--- src/rtl/dmem_arbiter.sv ---
// Single-port data-RAM arbiter between the MEM stage and a debug/loader port.
// CPU wins by default; wait_cnt bounds debug starvation, burst_cnt bounds CPU starvation.
module dmem_arbiter #(
  parameter  int ADDR_W    = 8,
  parameter  int DATA_W    = 32,
  parameter  int MAX_WAIT  = 4,
  parameter  int MAX_BURST = 8,
  localparam int WAIT_W    = $clog2(MAX_WAIT + 1),
  localparam int BURST_W   = (MAX_BURST > 1) ? $clog2(MAX_BURST) : 1
) (
  input  logic              clk,
  input  logic              rst,
  input  logic              cpu_req,
  input  logic              cpu_we,
  input  logic [ADDR_W-1:0] cpu_addr,
  input  logic [DATA_W-1:0] cpu_wdata,
  output logic              cpu_stall,
  output logic              cpu_rvalid,
  output logic [DATA_W-1:0] cpu_rdata,
  input  logic              dbg_req,
  input  logic              dbg_burst,
  input  logic              dbg_we,
  input  logic [ADDR_W-1:0] dbg_addr,
  input  logic [DATA_W-1:0] dbg_wdata,
  output logic              dbg_gnt,
  output logic              dbg_rvalid,
  output logic [DATA_W-1:0] dbg_rdata,
  output logic              mem_en,
  output logic              mem_we,
  output logic [ADDR_W-1:0] mem_addr,
  output logic [DATA_W-1:0] mem_wdata,
  input  logic [DATA_W-1:0] mem_rdata,
  output logic              fsm_dbg_own,
  output logic [WAIT_W-1:0] fsm_wait_cnt
);

  typedef enum logic {CPU_OWN = 1'b0, DBG_OWN = 1'b1} state_t;

  state_t               state_q, state_d;
  logic [WAIT_W-1:0]    wait_cnt_q, wait_cnt_d;
  logic [BURST_W-1:0]   burst_cnt_q, burst_cnt_d;
  logic                 rd_valid_q, rd_valid_d;
  logic                 rd_owner_q, rd_owner_d;
  logic                 cpu_grant;

  // Handshake: dbg_req (with its fields) is held until dbg_gnt; an access is
  // consumed on every cycle its grant is high. cpu_req is held while cpu_stall.
  always_comb begin
    state_d     = state_q;
    burst_cnt_d = burst_cnt_q;
    dbg_gnt     = 1'b0;
    cpu_grant   = 1'b0;
    if (rst) begin
      unique case (state_q)
        CPU_OWN: begin
          dbg_gnt   = dbg_req && (!cpu_req || wait_cnt_q == WAIT_W'(MAX_WAIT));
          cpu_grant = cpu_req && !dbg_gnt;
          if (dbg_gnt && dbg_burst && (MAX_BURST > 1)) begin
            state_d     = DBG_OWN;
            burst_cnt_d = BURST_W'(1);
          end
        end
        DBG_OWN: begin
          // The exit cycle itself is still granted when dbg_req is high.
          dbg_gnt = dbg_req;
          if (!dbg_req || !dbg_burst || burst_cnt_q == BURST_W'(MAX_BURST - 1)) begin
            state_d     = CPU_OWN;
            burst_cnt_d = '0;
          end else begin
            burst_cnt_d = burst_cnt_q + BURST_W'(1);
          end
        end
        default: state_d = CPU_OWN;
      endcase
    end
    cpu_stall = rst && cpu_req && !cpu_grant;

    if (dbg_req && !dbg_gnt) begin
      wait_cnt_d = (wait_cnt_q == WAIT_W'(MAX_WAIT)) ? wait_cnt_q : wait_cnt_q + WAIT_W'(1);
    end else begin
      wait_cnt_d = '0;
    end

    mem_en    = dbg_gnt || cpu_grant;
    mem_we    = 1'b0;
    mem_addr  = '0;
    mem_wdata = '0;
    if (dbg_gnt) begin
      mem_we    = dbg_we;
      mem_addr  = dbg_addr;
      mem_wdata = dbg_wdata;
    end else if (cpu_grant) begin
      mem_we    = cpu_we;
      mem_addr  = cpu_addr;
      mem_wdata = cpu_wdata;
    end

    rd_valid_d = mem_en && !mem_we;
    rd_owner_d = rd_valid_d ? dbg_gnt : rd_owner_q;
  end

  always_ff @(posedge clk) begin
    if (!rst) begin
      state_q     <= CPU_OWN;
      wait_cnt_q  <= '0;
      burst_cnt_q <= '0;
      rd_valid_q  <= 1'b0;
      rd_owner_q  <= 1'b0;
    end else begin
      state_q     <= state_d;
      wait_cnt_q  <= wait_cnt_d;
      burst_cnt_q <= burst_cnt_d;
      rd_valid_q  <= rd_valid_d;
      rd_owner_q  <= rd_owner_d;
    end
  end

  // rvalid is gated by rst so a read issued just before reset never returns.
  assign cpu_rvalid   = rst && rd_valid_q && !rd_owner_q;
  assign dbg_rvalid   = rst && rd_valid_q && rd_owner_q;
  assign cpu_rdata    = mem_rdata;
  assign dbg_rdata    = mem_rdata;
  assign fsm_dbg_own  = (state_q == DBG_OWN);
  assign fsm_wait_cnt = wait_cnt_q;

endmodule

--- config.mk ---
export PLATFORM = sky130hd
export DESIGN_NAME = dmem_arbiter
export DESIGN_NICKNAME = d
export VERILOG_FILES = /design/src/rtl/dmem_arbiter.sv
export SDC_FILE = /design/constraint.sdc
export NUM_CORES = 1
export LEC_CHECK = 0
export ABC_AREA = 1
export BUFFER_PORTS_ARGS = -buffer_cell sky130_fd_sc_hd__buf_2
export CORE_AREA = 2 2 90 92
export CTS_CLUSTER_DIAMETER = 40
export CTS_CLUSTER_SIZE = 28
export DETAILED_ROUTE_END_ITERATION = 16
export DIE_AREA = 0 0 92 94
export PLACE_DENSITY = 0.59
export SETUP_SLACK_MARGIN = 0.2
export SLEW_MARGIN = 20
export SYNTH_ARGS = -nofsm -noshare
export SYNTH_HDL_FRONTEND = slang
export SYNTH_SLANG_ARGS = --single-unit
--- constraint.sdc ---
create_clock -name clk -period 1.36 [get_ports clk]
set_clock_uncertainty 0.1 [all_clocks]
set_input_delay 0.136 -clock clk [delete_from_list [all_inputs] [get_ports clk]]
set_output_delay 0.136 -clock clk [all_outputs]
set_load 0.02 [all_outputs]
# == Word-level counts from Yosys, hierarchy flattened ==
# Index checks and enable logic that the tools add are counted.
# word_totals
wordCells,50
reg_bits,9
output_inout_bits,114
inputBits,119
# op_classes
addsub,2
reduce_logical,23
bitwise_logic,1
eq_ne,3
muxes,16
# ops
op,n
32-bit two-way mux,2
8-bit two-way mux,2
1-bit logical AND,10
1-bit zero test,8
1-bit two-way mux,7
"3-bit by 1-bit adder with 3-bit output, second input constant",2
"3-bit equality test, second input constant",2
3-bit two-way mux,2
3-bit case mux with 2 select lines,1
1-bit logical OR,4
1-bit case mux with 2 select lines,2
"2-bit != test, second input constant",1
2-bit AND reduction,1
1-bit inverter,1

# == Depth between registers and ports, before layout ==
# depth
depth_word,11
depth_mapped,10
mapped_depth_nobuf,10

# == Worst setup path before layout ==
# Ideal clock, no wire load.
# synth_timing
path_kind,register -> output
startpoint,register wait_cnt_q[0] (netlist: fsm_wait_cnt[0])
endpoint,output mem_wdata[21]
stages_incl_launch_ff,11
arrival_ps,1519
required_time_ps,1124
setup_slack_ps,-395
path_cell_list,dfxtp_1 > inv_1 > ha_1 > nand2_2 > nand2_2 > nand2_1 > nand2_2 > inv_2 > buf_6 > nand2_1 > nand2_1
# synth_between
elab_chain_len,9
elab_cells_between_ends,11
# synth_rtl
element,line,text
from (decl),40,"logic [WAIT_W-1:0] wait_cnt_q, wait_cnt_d;"
from (signal assigned),111,wait_cnt_q <= wait_cnt_d;
3-bit equality test (*),56,dbg_gnt = dbg_req && (!cpu_req || wait_cnt_q == WAIT_W'(MAX_WAIT));
1-bit logical OR (*),56,
1-bit logical AND (*),56,
1-bit zero test,57,cpu_grant = cpu_req && !dbg_gnt;
1-bit logical AND,57,
1-bit two-way mux,54,unique case (state_q)
1-bit two-way mux,53,if (rst) begin
32-bit two-way mux,92,end else if (cpu_grant) begin
32-bit two-way mux (*),88,if (dbg_gnt) begin
to (decl),31,"output logic [DATA_W-1:0] mem_wdata,"
# Mark *: on every way between the ends. The rest lies on a longest branch, timed or not.

# == Worst setup path in the final report ==
# layout_timing
startpoint,register wait_cnt_q[0] (netlist: fsm_wait_cnt[0])
endpoint,output mem_wdata[8]
# Same word-level chain as after synthesis.

==> key figures <==
Outcome
  • Status: finished, violations left
  • Violated checks: setup timing

Setup path
  • Origin of the critical flop-to-flop path: fsm_wait_cnt[0]
  • WP data arrival: between 1.5 and 2 ns
  • Register-to-register setup slack: -0.19 ns
  • Critical Path RT: between 1 and 1.5 ns
  • Crit-path leading delay family: buffers and inverters
  • Worst r2r path cells: 11
  • Worst-path fanout max: 9
  • Reg-to-reg endpoint: rd_owner_q
  • Slowest Stage Delay on Critical Path: 0.35 ns
  • Critical path class: reg2out
  • Critical Path Start Type: register
  • Max stage delay cell, worst path: dfxtp_4
  • Crit-path cells: inv_4 -> ha_4 -> nand2_4 -> nand2_4 -> nand2_4 -> nand2_8 -> clkinv_8 -> clkbuf_16 -> nand2_1 -> nand2_2 -> buf_6
  • Most common cell on crit path: nand2_4
  • WP buf/inv: 4
  • Endpoint class of the critical path: output pin

STA
  • Tcrit/Tclk final: 132%
  • Worst slew margin: 76.8%
  • Final Setup Violations: between 50 and 60
  • Achievable Freq: between 0.5 and 0.6 GHz
  • Max-slew violations: 0
  • Crit path time final: around 1.8 ns
  • Hold Vio Cnt, Final: 0
  • Final worst slack: -0.440 ns
  • Slew at the pin with the worst max-slew slack: approximately 0.35 ns
  • Sum Neg Setup Slack: -18.58 ns
  • RSZ-0062 raised after global routing: yes

Routing
  • Post-route ant nets: 0
  • Drt total wl: slightly below 6000 um
  • Pre-antenna DRT Iters: 4
  • Post-detailed-route wirelength per cell: about 13 um
  • Number of DRC markers in iteration 0: 41
  • Via/cell ratio: ~4.1
  • Post-route DRC violation count: 0
  • Via count: approximately 1,900

Cells and area
  • Layout cell share with drive strength beyond 1: 75.1%
  • Storage element area: 194 um^2
  • Non-Filler Instances: 463
  • N_diodes: 0
  • # nets final: between 400 and 500
  • Filler cells: roughly 810
  • Commonest cells after routing, fill and taps aside: buf_2 (93), nand2_1 (70), nand2_2 (55)
  • Commonest non-fill, non-tap cell in the layout: buf_2
  • Area delta synth->final: 79.5%
  • Multi-input gate area: around 1100 um^2

Global routing
  • Initial antenna violation count: 0
  • Remaining Overflow, GRT: 0
  • Vias in the first global route: 1,843
  • Global-route wire length before repair: 8270 um
  • GRT Overall Usage: a little under an eighth
  • Largest net degree at the start of global routing: 20

Clocking
  • CTS Buf Count: 3
  • Clk_lat worst skew: around 0.23 ns
  • TritonCTS Sinks: 9
  • TritonCTS clock tree: done
  • Hold_buf cts: 0
  • Max H-tree Level: 1
  • Clk pin slew, worst setup/hold paths: ~0.040 ns
  • Root Driver: clkbuf_8
  • Clock tree buffer depth: 2

Die
  • Starting density of the core: between 10% and 20%
  • Overall die area: just under 9000 um^2
  • Die Wd: around 92 um
  • Die Ht: between 90 and 100 um
  • Boundary pin count: around 230
  • Core area: ~7600 um^2
  • Core Rows: 32

Min path
  • Hold path start: dbg_we
  • Worst hold path class: in2reg
  • Hold Crit Endpoint: rd_owner_q
  • Hold Crit Depth: 3

Yosys
  • Synth unique cells: 19
  • Synth warn: 0
  • Avg Cell Area, Syn: 5.78 um^2
  • Post-synth net total: approximately 380
  • Sequential element share of the synthesized area: 11.9%
  • Register bit total from synthesis: 9
  • Gate Count Post-Synth: between 200 and 300
  • Syn Std Cell Area: approximately 1500 um^2

Placement
  • Final GP Congestion: 0.786
  • Detailed Place HPWL: approximately 4200 um
  • PortBufs: 136
  • Cells after DPL: 448

Pwr
  • Pwr Density: around 500 nW/um^2
  • Maximum VDD drop: ~0.23 mV
  • Leak pwr: 1.47 nW

Flow run
  • Max-cap violation count: 0
[what timing repair did]
action / in CTS / in global routing
endpoints found under the setup margin: 53 / 56
resized for setup: 82 / 32
setup buffers: 6 / 1
cloned: 2 / 2
pin swaps: 4 / 2
[area by class of cell]
| class | count | share of cell area (%) |
|---|---|---|
| Tap cell | 102 | 4.71 |
| Timing Repair inverter | 1 | 0.231 |
| Sequential cell | 9 | 7.16 |
| Multi-Input combinational cell | 169 | 38.9 |
| Inverter | 11 | 2.36 |
| Timing Repair Buffer | 167 | 44.9 |
| Clock buffer | 4 | 1.66 |
[worst register-to-register path, cell delays in order, from the launching register on]
cell and delay [ns]:
dfxtp_4 0.35, inv_4 0.06, ha_4 0.13, nand2_4 0.07
nand3_2 0.10, nand2_4 0.07, buf_4 0.13, buf_4 0.14
nand2_2 0.09, nand3_2 0.08, nand2_1 0.08, a21oi_2 0.05
[where the power goes]
group          switching, mW  internal, mW  total [mW]
Combinational          0.393         0.381       0.774
Clock                  0.100         0.204       0.304
Sequential           0.00772         0.273       0.281
Total                  0.501         0.858        1.36
[how the worst max path moves through the flow]
stage                          from       endpoint  slack (ns)  depth (start not counted)
floorplan           fsm_wait_cnt[1]  mem_wdata[21]       -0.12                         10
global placement    fsm_wait_cnt[0]  mem_wdata[13]       -0.30                         11
detailed placement  fsm_wait_cnt[0]   mem_wdata[6]       -0.32                         11
CTS                 fsm_wait_cnt[0]    mem_addr[1]       -0.47                         11
global route        fsm_wait_cnt[1]    mem_addr[6]       -0.52                         11
finish              fsm_wait_cnt[0]   mem_wdata[8]       -0.44                         11
[logic make-up (layout without fill, tap and decap cells)]
logic type,Yosys count,count (layout),synth area share [%]
XOR/XNOR,2,2,1.16
adder cells (fa/ha/maj),4,4,3.32
flip-flops,9,9,11.9
buffers and inverters,83,183,39.6
AO/OA/AOI/OAI,8,8,2.90
AND/OR/NAND/NOR,155,155,41.1
[synth_stat cells (all sizes together)]
cell	number	area, um^2
nor2	6	25.0
nand2	140	538
xor2	1	8.76
or2	1	6.26
buf	72	556
a21oi	7	38.8
xnor2	1	8.76
inv	11	41.3
o21ai	1	5.00
nand3	7	45.0
ha	4	50.1
dfxtp	9	180
nand4	1	6.26
[registers in the layout, indices dropped and copies added (netlist names)]
signal / cells
burst_cnt_q: 3
rd_valid_q: 1
rd_owner_q: 1
fsm_dbg_own: 1
fsm_wait_cnt: 3
[stage by stage]
step	setup WS, ns	instance area [um^2]	util, %	hold slack (ns)	power (mW)
floorplan	-0.123	1740	-	0.174	0.879
global placement	-0.298	2180	28.6	0.172	0.875
detailed placement	-0.324	2180	28.6	0.172	0.882
CTS	-0.469	2550	33.6	0.125	1.32
global route	-0.525	2710	35.6	0.140	1.44
finish	-0.440	2710	35.6	0.113	1.36
[layer usage]
| metal | track usage [%] | up-vias | part of all wire (%) |
|---|---|---|---|
| li1 | - | 930 | - |
| met1 | 13.5 | 849 | 37 |
| met2 | 21.6 | 84 | 53 |
| met3 | 2.25 | 30 | 6.8 |
| met4 | 5.47 | 0 | 3.4 |
| met5 | 0 | - | 0 |
Note: power is estimated with default switching activity, not from simulation.
